==> src/rtl/enc8to3_scan.sv <==
// enc8to3_scan: accepts an 8-bit request vector and emits the index of each set bit, one code per transfer.
module enc8to3_scan #(
    parameter bit MSB_FIRST = 1'b0
) (
    input  logic       clk,
    input  logic       rst_n,
    input  logic       en,
    input  logic [7:0] in,
    input  logic       in_valid,
    output logic       in_ready,
    output logic [2:0] out,
    output logic       out_valid,
    input  logic       out_ready,
    output logic       out_last,
    output logic       err_zero
);
    typedef enum logic {IDLE, SCAN} state_t;

    state_t     state, state_nxt;
    logic [7:0] pend, pend_nxt;
    logic       zero_nxt;
    logic [2:0] idx;

    assign in_ready  = (state == IDLE) && en;
    assign out_valid = (state == SCAN);
    assign out       = out_valid ? idx : 3'd0;
    assign out_last  = out_valid && $onehot(pend);

    // Select the next pending index; the last match in loop order wins.
    always_comb begin
        idx = 3'd0;
        for (int i = 0; i < 8; i++) begin
            if (MSB_FIRST) begin
                if (pend[i]) idx = 3'(i);
            end else begin
                if (pend[7-i]) idx = 3'(7 - i);
            end
        end
    end

    // Next-state: accept in IDLE, retire one pending bit per transfer in SCAN.
    always_comb begin
        state_nxt = state;
        pend_nxt  = pend;
        zero_nxt  = 1'b0;
        if (state == IDLE) begin
            if (in_valid && en) begin
                if (in != 8'h00) begin
                    pend_nxt  = in;
                    state_nxt = SCAN;
                end else begin
                    zero_nxt = 1'b1;
                end
            end
        end else if (out_ready) begin
            pend_nxt = pend & ~(8'd1 << idx);
            if (out_last) state_nxt = IDLE;
        end
    end

    // State, pending bits and the zero-vector pulse, cleared asynchronously.
    always_ff @(posedge clk or negedge rst_n) begin
        if (!rst_n) begin
            state    <= IDLE;
            pend     <= 8'h00;
            err_zero <= 1'b0;
        end else begin
            state    <= state_nxt;
            pend     <= pend_nxt;
            err_zero <= zero_nxt;
        end
    end
endmodule
==> config.mk <==
export PLATFORM = sky130hd
export DESIGN_NAME = enc8to3_scan
export DESIGN_NICKNAME = d
export VERILOG_FILES = /design/src/rtl/enc8to3_scan.sv
export SDC_FILE = /design/constraint.sdc
export NUM_CORES = 1
export LEC_CHECK = 0
export CORE_MARGIN = 8
export CORE_UTILIZATION = 35
export CTS_CLUSTER_SIZE = 24
export DETAILED_ROUTE_END_ITERATION = 10
export HOLD_SLACK_MARGIN = 0.05
export PLACE_DENSITY = 0.57
export SLEW_MARGIN = 20
export SYNTH_ARGS = -nofsm -noshare
export SYNTH_HDL_FRONTEND = slang
export SYNTH_SLANG_ARGS = --single-unit
==> constraint.sdc <==
create_clock -name clk -period 8.1 [get_ports clk]
set_clock_uncertainty 0.05 [all_clocks]
set_input_delay 1.215 -clock clk [delete_from_list [all_inputs] [get_ports clk]]
set_output_delay 1.215 -clock clk [all_outputs]
set_load 0.01 [all_outputs]
Word level (Yosys, flattened, before mapping)
Cells that the tools add are included.

storage, ports and cells
  logic and storage cells = 44
  register bits after elaboration = 10
  input bits = 13
  output and inout port bits = 7

operators by class
  mux-type cells = 21
  equality and inequality tests = 2
  shifts and indexed selects = 1
  bitwise logic cells = 3
  reductions and logical operators = 7
  add/subtract/negate cells = 7

operators by type and width
  cell                 number
  $mux 8               4
  $mux 3               9
  $add 1x1->2          4
  $and 8x8->8          1
  $mux 1               8
  $not 8->8            1
  $reduce_bool 8->1    1
  $shl 1x3->8 const A  1
  $add 2x2->3          2
  $add 3x3->4          1
  $eq 4x1->1 const B   1
  $reduce_bool 2->1    2
  $logic_and 1x1->1    3
  $reduce_and 3->1     1
  $ne 2x2->1 const B   1
  $not 1->1            1

Longest topological paths before layout
  depth in word-level cells = 13
  mapped depth = 13
  gate-level depth less buffers = 12

Least setup slack after synthesis
OpenSTA, ideal clock, no wires.

  path type = register to output
  start point = register pend[0]
  end point = output port out_last
  required time = 6.835 ns
  arrival = 3.145 ns
  path buffers = 1
  stages on the path, launching flop included = 13
  path slack = 3.690 ns
  path through = dfrtp_1 > clkbuf_1 > inv_1 > fa_1 > fa_1 > fa_1 > inv_1 > ha_1 > inv_1 > fa_1 > a211oi_1 > mux2i_1 > nor2_1

on the way
  longest elaborated chain between the ends = 5

RTL lines
  item                               RTL line  text
  start, declared                    20        logic [7:0] pend, pend_nxt;
  start signal, assigned             69        pend <= pend_nxt;
  $add 1x1->2 (not written as such)  27        assign out_last = out_valid && $onehot(pend);
  $add 2x2->3 (not written as such)  27
  $add 3x3->4 (not written as such)  27
  $eq 4x1->1                         27
  $logic_and 1x1->1                  27
  end, declared                      14        output logic out_last,

No other way between the ends.

Final worst setup path
Ends and elaborated chain as after synthesis.

==> impl_metrics.toml <==
[status]
status = "complete, no violations"

[die]
num_rows = 17
dieArea_sq_mm = 0.00406
floorplan.core_area_sq_mm = 0.00219
chipWidth_microns = 63.7
effective_utilization_at_floorplan = 0.363
dieHeight_microns = 63.7
ioPinCount = 20

[logic_synthesis]
synth.mux.area_fraction = 0.0126
ys_warn_count = 0
synth_compound_area_frac = 0.267
synthCells = 85
synth_top_area_frac = 0.314
postSynthAreaPerCell_sq_um = 9.36
area_share_of_and_or_nand_nor_cells_after_synthesis = 0.171
adder_cell_share_of_the_synthesized_area = 0.148
synth-xor-area-share = 0
post_synthesis_cell_type_count = 33
netlist.top_cell.by_area = "sky130_fd_sc_hd__dfrtp_1"
synth_top_family_by_area = "compound AO/OA/AOI/OAI gates"
synth_top_cells_by_area = "sky130_fd_sc_hd__dfrtp_1, sky130_fd_sc_hd__fa_1, sky130_fd_sc_hd__inv_1"
synth.yosys.seq_area_share = 0.314
synth_nets = 105
synth-seq-cells = 10
synthesis.area_sq_um = 796

[sta]
layout_min_cycle_time_ns = 5.31
final_critical_path_setup_slack_ns = 2.79
unrepaired_setup_endpoints_after_global_routing = "no"
setup_viol = 0
tightest_slew_ns = 0.477
setup_tns_ns = 0
finalMaxSlewViolations = 0
slew_headroom = 0.681
fmax_mhz = 188
hold_violations = 0
final.period_utilization = 0.656

[cts]
cts_max_level = 1
tritoncts = "yes"
ctsRootBufferMaster = "sky130_fd_sc_hd__clkbuf_4"
tritoncts_num_sinks = 10
ctsResizeCount = 0
cts_buffers = 3
bufs_on_longest_clock_path = 2
cts_hold_repair.buffers = 0
insertion_delay_ns = 0.27
post_cts_setup_driven_buffer_insertion_count = 0
clk_pin_slew_worst_paths_ns = 0.07

[critical_path]
rr_worst_depth = 12
cp.arrival_ns = 4.05
worstSetupEndpoint = "out_last"
worstReg2RegEnd = "out_valid"
crit_path_max_fanout = 8
setup.worst_path.start_class = "flop"
worst-setup-path-type = "flop to output port"
crit_start = "pend[0]"
crit_required_ns = 6.84
worstSetupEndpointType = "output port"
setup.reg_to_reg.worst_slack_ns = 4.51
worst_r2r_startpoint = "pend[0]"

[placement]
place.port_buffers = 19
dp_hpwl_microns = 1670
gp_congestion = 0.840
place_inst = 129
post-place-ws_ns = 3.09

[detailed_routing]
firstDrtPassIters = 4
num_vias = 727
detail_route.wirelength_microns = 2090
dr_wl_cell_microns = 15.8
dr.first_iter.drc_count = 11
drt-vias-per-instance = 5.51
drc = 0
ant_nets = 0

[power_and_ir_drop]
cellPowerDensity_mw_per_mm2 = 432
design_power_total_mw = 0.446
power.static_leakage_nw = 0.437
maximum_resistive_drop_on_vdd_mv = 0.319

[global_routing]
grtUsageTotal = 0.111
grt_antenna_before_repair = 0
largest_net_degree_at_the_start_of_global_routing = 14
grt_first_pass_wirelength_microns = 3650
grt_residual_overflow = 0
via_count_of_the_first_global_routing_pass = 778

[run]
maxCapViolations = 0

[layout]
areaGrowthSynthToFinish_pct = 29.6
number_of_inserted_diodes = 0
instances_no_fill = 132
share_of_post_route_cells_with_drive_strength_above_1 = 0.0769
fin_nets = 126

[hold_path]
class_of_the_tightest_hold_or_removal_check = "flop to flop"
cell type report:
type | instances | area, sq um
Fill cell | 226 | 1160
Multi-Input combinational cell | 57 | 477
Sequential cell | 10 | 250
Timing Repair Buffer | 19 | 190
Inverter | 15 | 56.3
Tap cell | 28 | 35.0
Clock buffer | 3 | 22.5
routing by layer:
metal | GRT usage | vias to the layer above | routed length [microns]
li1 | - | 347 | -
met1 | 0.128 | 354 | 950
met2 | 0.179 | 21 | 953
met3 | 0.0283 | 5 | 130
met4 | 0.0669 | 0 | 55
met5 | 0 | - | 0
power by group:
part	switching, mW	internal, mW
clock network	0.0173	0.0172
logic	0.161	0.155
registers	0.0285	0.0675
total	0.207	0.239
registers in the layout (all words and copies together) (netlist names):
signal	cells
out_valid	1
err_zero	1
pend	8
cell usage in the layout (no fill, tap or decap):
cell / n
sky130_fd_sc_hd__and3b_1: 2
sky130_fd_sc_hd__a221oi_1: 3
sky130_fd_sc_hd__nor3b_1: 2
sky130_fd_sc_hd__or4_4: 2
sky130_fd_sc_hd__inv_1: 15
sky130_fd_sc_hd__o31a_1: 1
sky130_fd_sc_hd__ha_1: 3
sky130_fd_sc_hd__o221ai_2: 1
sky130_fd_sc_hd__nand4b_1: 1
sky130_fd_sc_hd__mux2i_1: 1
sky130_fd_sc_hd__a22oi_1: 1
sky130_fd_sc_hd__nand2_1: 4
sky130_fd_sc_hd__nand3_1: 2
sky130_fd_sc_hd__o21ai_0: 3
sky130_fd_sc_hd__o21ai_1: 1
sky130_fd_sc_hd__clkdlybuf4s50_1: 19
sky130_fd_sc_hd__and2_1: 1
sky130_fd_sc_hd__nor2b_1: 1
sky130_fd_sc_hd__a21oi_1: 5
sky130_fd_sc_hd__o32ai_1: 1
sky130_fd_sc_hd__o21ai_4: 1
sky130_fd_sc_hd__nand2b_1: 1
sky130_fd_sc_hd__dfrtp_1: 10
sky130_fd_sc_hd__a32o_1: 1
sky130_fd_sc_hd__a211oi_1: 2
sky130_fd_sc_hd__o41ai_1: 2
sky130_fd_sc_hd__a221o_1: 1
sky130_fd_sc_hd__a32oi_1: 2
sky130_fd_sc_hd__clkbuf_4: 3
sky130_fd_sc_hd__nor2_1: 6
sky130_fd_sc_hd__fa_1: 4
sky130_fd_sc_hd__nor4_1: 1
sky130_fd_sc_hd__a2bb2oi_2: 1
cells in the mapped netlist:
master / number
sky130_fd_sc_hd__nor3b_1: 2
sky130_fd_sc_hd__mux2i_1: 1
sky130_fd_sc_hd__nand3_1: 2
sky130_fd_sc_hd__fa_1: 4
sky130_fd_sc_hd__o31a_1: 1
sky130_fd_sc_hd__a2bb2oi_2: 1
sky130_fd_sc_hd__ha_1: 3
sky130_fd_sc_hd__or4_4: 2
sky130_fd_sc_hd__dfrtp_1: 10
sky130_fd_sc_hd__o21ai_1: 1
sky130_fd_sc_hd__a32o_1: 1
sky130_fd_sc_hd__o32ai_1: 1
sky130_fd_sc_hd__o21ai_0: 3
sky130_fd_sc_hd__nor2b_1: 1
sky130_fd_sc_hd__inv_1: 15
sky130_fd_sc_hd__a211oi_1: 2
sky130_fd_sc_hd__and2_1: 1
sky130_fd_sc_hd__and3b_1: 2
sky130_fd_sc_hd__a32oi_1: 2
sky130_fd_sc_hd__clkbuf_1: 2
sky130_fd_sc_hd__nand2_1: 4
sky130_fd_sc_hd__a22oi_1: 1
sky130_fd_sc_hd__a21oi_1: 5
sky130_fd_sc_hd__o221ai_2: 1
sky130_fd_sc_hd__nor4_1: 1
sky130_fd_sc_hd__nand2b_1: 1
sky130_fd_sc_hd__a221oi_1: 3
sky130_fd_sc_hd__o21ai_4: 1
sky130_fd_sc_hd__nor2_1: 6
sky130_fd_sc_hd__a221o_1: 1
sky130_fd_sc_hd__nand4b_1: 1
sky130_fd_sc_hd__o41ai_1: 2
sky130_fd_sc_hd__buf_2: 1
worst min-delay path by stage:
| stage | from | to | slack, ns | cells after the start |
|---|---|---|---|---|
| floorplan | pend[3] | pend[3] | 0.48 | 2 |
| global placement | pend[6] | pend[6] | 0.57 | 2 |
| detailed placement | pend[3] | pend[3] | 0.55 | 2 |
| CTS | pend[3] | pend[3] | 0.56 | 2 |
| global route | pend[6] | pend[6] | 0.62 | 2 |
| finish | pend[3] | pend[3] | 0.56 | 2 |
kinds of logic (layout without fill, tap and decap cells):
kind of cell / count (synthesis) / in the layout
flip-flops: 10 / 10
multiplexers: 1 / 1
buffers and inverters: 18 / 37
adder cells (fa/ha/maj): 7 / 7
AO/OA/AOI/OAI: 26 / 26
AND/OR/NAND/NOR: 23 / 23
critical path, cell delays in order, from the launching register on:
cell	delay, ns
sky130_fd_sc_hd__dfrtp_1	0.49
sky130_fd_sc_hd__inv_1	0.12
sky130_fd_sc_hd__fa_1	0.56
sky130_fd_sc_hd__fa_1	0.43
sky130_fd_sc_hd__fa_1	0.44
sky130_fd_sc_hd__inv_1	0.07
sky130_fd_sc_hd__ha_1	0.17
sky130_fd_sc_hd__inv_1	0.06
sky130_fd_sc_hd__fa_1	0.38
sky130_fd_sc_hd__a211oi_1	0.24
sky130_fd_sc_hd__mux2i_1	0.14
sky130_fd_sc_hd__nor2_1	0.12
sky130_fd_sc_hd__clkdlybuf4s50_1	0.54
metrics by stage:
| stage | util | hold slack [ns] | cell area, sq um |
|---|---|---|---|
| after detailed placement | 0.460 | 0.547 | 1010 |
| after global placement | 0.460 | 0.566 | 1010 |
| after CTS | 0.471 | 0.565 | 1030 |
| after floorplan | - | 0.485 | 796 |
| after global routing | 0.471 | 0.621 | 1030 |
| final | 0.471 | 0.557 | 1030 |
No activity file was read; power rests on OpenSTA's default activity.
